`src/rtl/wall_spawner.sv`:
```
// Sequential wall placement engine: checks random candidates against the
// border, the apple, each live snake segment and each stored wall, then
// commits a clean one to the wall list.
// Ports: system_clk/reset/clear control; spawn_req starts a placement;
// rand_xy/rand_advance talk to the wall-mode random generator; apple_xy,
// snake_length, snakeArrayX/Y and x/y min/max are the occupancy inputs;
// wall_locations/wall_count expose the list; busy, spawn_done and spawn_ok
// report progress and result.
module wall_spawner #(
  parameter int MAX_LENGTH = 30,
  parameter int MAX_WALLS  = 25,
  parameter int MAX_TRIES  = 16
) (
  input  logic                          system_clk,
  input  logic                          reset,
  input  logic                          clear,
  input  logic                          spawn_req,
  input  logic [7:0]                    rand_xy,
  output logic                          rand_advance,
  input  logic [7:0]                    apple_xy,
  input  logic [4:0]                    snake_length,
  input  logic [MAX_LENGTH-1:0][3:0]    snakeArrayX,
  input  logic [MAX_LENGTH-1:0][3:0]    snakeArrayY,
  input  logic [3:0]                    xmax,
  input  logic [3:0]                    xmin,
  input  logic [3:0]                    ymax,
  input  logic [3:0]                    ymin,
  output logic [MAX_WALLS-1:0][7:0]     wall_locations,
  output logic [4:0]                    wall_count,
  output logic                          busy,
  output logic                          spawn_done,
  output logic                          spawn_ok
);

  localparam int AW = $clog2(MAX_TRIES + 1);
  localparam logic [AW-1:0] TRIES_L = AW'(MAX_TRIES);
  localparam logic [4:0]    WALLS_L = 5'(MAX_WALLS);

  typedef enum logic [2:0] {
    IDLE, CHECK, SCAN_SNAKE, SCAN_WALL, COMMIT, RETRY, LOAD
  } state_t;

  state_t                      state_q;
  logic [7:0]                  cand_q;
  logic [4:0]                  idx_q;
  logic [AW-1:0]               attempts_q;
  logic [MAX_WALLS-1:0][7:0]   walls_q;
  logic [4:0]                  wcnt_q;
  logic                        adv_q;
  logic                        done_q;
  logic                        ok_q;

  logic [3:0] cand_x;
  logic [3:0] cand_y;
  logic       border_hit;
  logic       apple_hit;
  logic       snake_hit;
  logic       wall_hit;
  logic       last_seg;
  logic       last_wall;
  logic       may_retry;

  assign cand_x = cand_q[7:4];
  assign cand_y = cand_q[3:0];

  // Border cells are walls themselves, so touching the border is a reject.
  assign border_hit = (cand_x <= xmin) || (cand_x >= xmax) ||
                      (cand_y <= ymin) || (cand_y >= ymax);
  assign apple_hit  = (cand_q == apple_xy);
  assign snake_hit  = (cand_q == {snakeArrayX[idx_q], snakeArrayY[idx_q]});
  assign wall_hit   = (cand_q == walls_q[idx_q]);
  assign last_seg   = (idx_q == snake_length - 5'd1);
  assign last_wall  = (idx_q == wcnt_q - 5'd1);
  assign may_retry  = (attempts_q != TRIES_L);

  always_ff @(posedge system_clk or posedge reset) begin
    if (reset) begin
      state_q    <= IDLE;
      cand_q     <= 8'h00;
      idx_q      <= 5'd0;
      attempts_q <= '0;
      walls_q    <= '0;
      wcnt_q     <= 5'd0;
      adv_q      <= 1'b0;
      done_q     <= 1'b0;
      ok_q       <= 1'b0;
    end else if (clear) begin
      // New game: wipe the list and abandon any placement in flight.
      state_q    <= IDLE;
      cand_q     <= 8'h00;
      idx_q      <= 5'd0;
      attempts_q <= '0;
      walls_q    <= '0;
      wcnt_q     <= 5'd0;
      adv_q      <= 1'b0;
      done_q     <= 1'b0;
      ok_q       <= 1'b0;
    end else begin
      adv_q  <= 1'b0;
      done_q <= 1'b0;
      ok_q   <= 1'b0;
      case (state_q)
        IDLE: begin
          if (spawn_req) begin
            if (wcnt_q == WALLS_L) begin
              done_q <= 1'b1;
            end else begin
              cand_q     <= rand_xy;
              attempts_q <= AW'(1);
              state_q    <= CHECK;
            end
          end
        end
        CHECK: begin
          idx_q <= 5'd0;
          if (border_hit || apple_hit) begin
            // rand_advance is raised for the whole RETRY cycle when another try remains.
            adv_q   <= may_retry;
            state_q <= RETRY;
          end else if (snake_length != 5'd0) begin
            state_q <= SCAN_SNAKE;
          end else begin
            state_q <= (wcnt_q == 5'd0) ? COMMIT : SCAN_WALL;
          end
        end
        SCAN_SNAKE: begin
          if (snake_hit) begin
            adv_q   <= may_retry;
            state_q <= RETRY;
          end else if (last_seg) begin
            idx_q   <= 5'd0;
            state_q <= (wcnt_q == 5'd0) ? COMMIT : SCAN_WALL;
          end else begin
            idx_q <= idx_q + 5'd1;
          end
        end
        SCAN_WALL: begin
          if (wall_hit) begin
            adv_q   <= may_retry;
            state_q <= RETRY;
          end else if (last_wall) begin
            state_q <= COMMIT;
          end else begin
            idx_q <= idx_q + 5'd1;
          end
        end
        COMMIT: begin
          // Done pulse lands on the same edge as the list update.
          walls_q[wcnt_q] <= cand_q;
          wcnt_q          <= wcnt_q + 5'd1;
          done_q          <= 1'b1;
          ok_q            <= 1'b1;
          state_q         <= IDLE;
        end
        RETRY: begin
          if (!may_retry) begin
            done_q  <= 1'b1;
            state_q <= IDLE;
          end else begin
            state_q <= LOAD;
          end
        end
        LOAD: begin
          // Generator advanced at the end of RETRY, so rand_xy is fresh here.
          cand_q     <= rand_xy;
          attempts_q <= attempts_q + AW'(1);
          state_q    <= CHECK;
        end
        default: state_q <= IDLE;
      endcase
    end
  end

  assign rand_advance   = adv_q;
  assign spawn_done     = done_q;
  assign spawn_ok       = ok_q;
  assign wall_locations = walls_q;
  assign wall_count     = wcnt_q;
  assign busy           = (state_q != IDLE);

endmodule
```
`config.mk`:
```
export PLATFORM = sky130hd
export DESIGN_NAME = wall_spawner
export DESIGN_NICKNAME = d
export VERILOG_FILES = /design/src/rtl/wall_spawner.sv
export SDC_FILE = /design/constraint.sdc
export NUM_CORES = 1
export LEC_CHECK = 0
export BUFFER_PORTS_ARGS = -buffer_cell sky130_fd_sc_hd__clkbuf_2
export CAP_MARGIN = 15
export CORE_AREA = 2 2 193 195
export DETAILED_ROUTE_END_ITERATION = 8
export DIE_AREA = 0 0 195 197
export GPL_TIMING_DRIVEN = 0
export PLACE_DENSITY = 0.67
export SYNTH_ARGS = -nofsm -noshare
export SYNTH_HDL_FRONTEND = slang
export SYNTH_SLANG_ARGS = --single-unit
export TNS_END_PERCENT = 10
```
`constraint.sdc`:
```
create_clock -name system_clk -period 21.1 [get_ports system_clk]
set_clock_uncertainty 0.2 [all_clocks]
set_input_delay 1.055 -clock system_clk [delete_from_list [all_inputs] [get_ports system_clk]]
set_output_delay 1.055 -clock system_clk [all_outputs]
set_load 0.02 [all_outputs]
```
==> metrics.csv <==
metric,value,unit
status,finished clean,
powerDensity,58.0,nW/um2
path_cells,"nor2b_1, clkbuf_1, a22oi_1, nand3_1, nand4_1, xor2_1, or4_4, nor3_1, nor2_1, a2111oi_2",
cp_data_required_time,21.29,ns
cts-root-buf,clkbuf_16,
setup_violations,0,
numCtsBuffers,24,
viasPerCell,6.40,
die_w,195,um
dpl.hpwl,55200,um
cts_hold_buffers,0,
syn_nets,1499,
peakVddDrop,68.1,uV
cts_num_sinks,229,
initial_core_util,0.380,
drcViolationCount,0,
seq_area_frac_synth,0.416,
final_cell_mix,"clkbuf_2, dfrtp_1, a22o_1, mux4_2, mux2i_1",
io_pins,490,
critPathLaunchType,flop,
drt_iter0_drc,1342,
die_area,38400,um2
period_share,0.227,
ant_nets,0,
clk_pin_slew,0.07,ns
fin_nets,2017,
grt_antenna_before_repair,2,
async_reset_ff_frac,1.00,
rsz0062_at_grt,false,
total_power,0.00103,W
design.core.area,36300,um2
post_drt_wl_per_cell,33.2,um
hold_viol,0,
worstSetupPathDepth,10,
r2r_cells,10,
synth_edf_count,0,
ys_seq_elements,229,
max_stage_delay,0.86,ns
timing_worst_slew_pin_value,1.19,ns
crit_family,simple AND/OR/NAND/NOR gates,
post_cts.repair.setup_buffers,0,
maxSlewHeadroom,0.209,
path_buf_inv,1,
routed_wl,72800,um
grt_pass1_vias,13902,
final_common_cell,clkbuf_2,
cap_violations,0,
syn-instance-count,1192,
synth_warnings,0,
cp_max_fo,10,
grt_start_max_net_pins,124,
postSynthAreaPerCell,11.6,um2
fill_cells,3401,
gp_congestion,0.952,
ys_types,81,
critical_path_class,reg -> reg,
fin_crit,4.80,ns
end_kind,flop,
grt_overflow,0,
drt-pass1-iter-count,6,
netlist_area,13800,um2
setup_slack,16.30,ns
clockBufferDepth,3,
vias,14052,
use_met3,0.0686,
arrival,4.98,ns
fmax,208,MHz
cts_max_level,1,
portBuffers,489,
globalRouteTotalUtil,0.367,
tritoncts,yes,
layout-drive-gt1-share,0.387,
synth-main-ff-cell,dfrtp_1,
p_leak,8.45,nW
use_met1,0.468,
syn2layout_area_growth,28.5,%
grt_pass1_wl,100000,um
top_usage_layer,met2,
hold_depth,1,
grt_util_met2,0.601,
finalSetupTns,0,ns
cts.repair.resized,0,
place_ws,16.49,ns
maxSlewViolCount,0,
cp_slowest_cell,clkbuf_1,
clock_latency,0.53,ns
hp-class,reg -> reg,
die-height,197,um
rows,70,
worst paths after layout:
check / end / startpoint / slack, ns
min: attempts_q[4] / attempts_q[4] / 0.30
min reg2reg: attempts_q[4] / attempts_q[4] / 0.30
min in group asynchronous: wall_locations[152] / reset / 0.49
max reg2reg: rand_advance / idx_q[1] / 16.30
max in group asynchronous: cand_q[5] / reset / 19.07
max: rand_advance / idx_q[1] / 16.30
flip-flops by register name (all words and copies together) (netlist names):
register	count
spawn_ok	1
rand_advance	1
wall_locations	200
attempts_q	5
wall_count	5
state_q	3
idx_q	5
spawn_done	1
cand_q	8
final cells by class:
type | instances | area (um2) | share of cell area
diodes | 2 | 5.00 | 0.000283
plain buffers | 95 | 551 | 0.0311
clock buffers | 31 | 667 | 0.0377
clock inverters | 11 | 141 | 0.00798
inverters | 33 | 131 | 0.00742
multi-input cells | 835 | 7380 | 0.417
flip-flops and latches | 229 | 5730 | 0.324
well taps | 468 | 586 | 0.0331
repair buffers | 492 | 2520 | 0.142
metal layers:
| layer | vias up | share of wire | wire length [um] |
|---|---|---|---|
| met2 | 1025 | 0.47 | 34100 |
| li1 | 5720 | - | - |
| met3 | 187 | 0.088 | 6420 |
| met5 | - | 0 | 0 |
| met4 | 0 | 0.057 | 4160 |
| met1 | 7120 | 0.39 | 28100 |
cell families after synthesis:
| family | Yosys count | share of synthesized area |
|---|---|---|
| AO/OA/AOI/OAI | 386 | 0.222 |
| XOR/XNOR | 28 | 0.0178 |
| adder cells (fa/ha/maj) | 26 | 0.0236 |
| buffers and inverters | 128 | 0.0489 |
| flip-flops | 229 | 0.416 |
| multiplexers | 158 | 0.183 |
| AND/OR/NAND/NOR | 237 | 0.0890 |
synth_stat cells, types with 5 or more instances:
cell type,n,area share
a211oi_1,10,0.0054
a21oi_1,57,0.021
a221oi_1,8,0.0051
a22o_1,198,0.13
a22oi_1,27,0.015
a31oi_1,7,0.0032
and2_1,12,0.0054
and3_1,9,0.0041
and3b_1,6,0.0038
buf_2,13,0.0047
buf_4,5,0.0027
buf_6,8,0.0065
clkbuf_1,58,0.016
dfrtp_1,229,0.42
ha_1,26,0.024
inv_1,31,0.0084
mux2_2,17,0.014
mux2i_1,67,0.049
mux4_2,68,0.11
nand2_1,43,0.012
nand2b_1,10,0.0045
nand3_1,30,0.011
nand4_1,12,0.0054
nor2_1,63,0.017
nor2b_1,15,0.0068
nor3_1,10,0.0036
nor3b_1,5,0.0027
o21ai_0,17,0.0062
o22ai_1,8,0.0036
o31ai_1,5,0.0027
o32ai_1,5,0.0032
xnor2_1,19,0.012
xor2_1,9,0.0057
where the power goes:
group	total [W]	switching (W)	internal, W
logic	0.000134	0.0000841	0.0000502
registers	0.000447	0.00000582	0.000442
clock network	0.000445	0.000186	0.000259
total	0.00103	0.000276	0.000751
through the flow:
step / hold slack, ns / instances / instance area (um2) / utilization
floorplan: 0.245 / 1192 / 13800 / -
global placement: 0.266 / 2149 / 16800 / 0.464
detailed placement: 0.279 / 2151 / 16900 / 0.466
CTS: 0.300 / 2193 / 17700 / 0.488
global route: 0.324 / 2196 / 17700 / 0.488
finish: 0.303 / 2196 / 17700 / 0.488
Note: power is estimated with default switching activity, not from simulation.
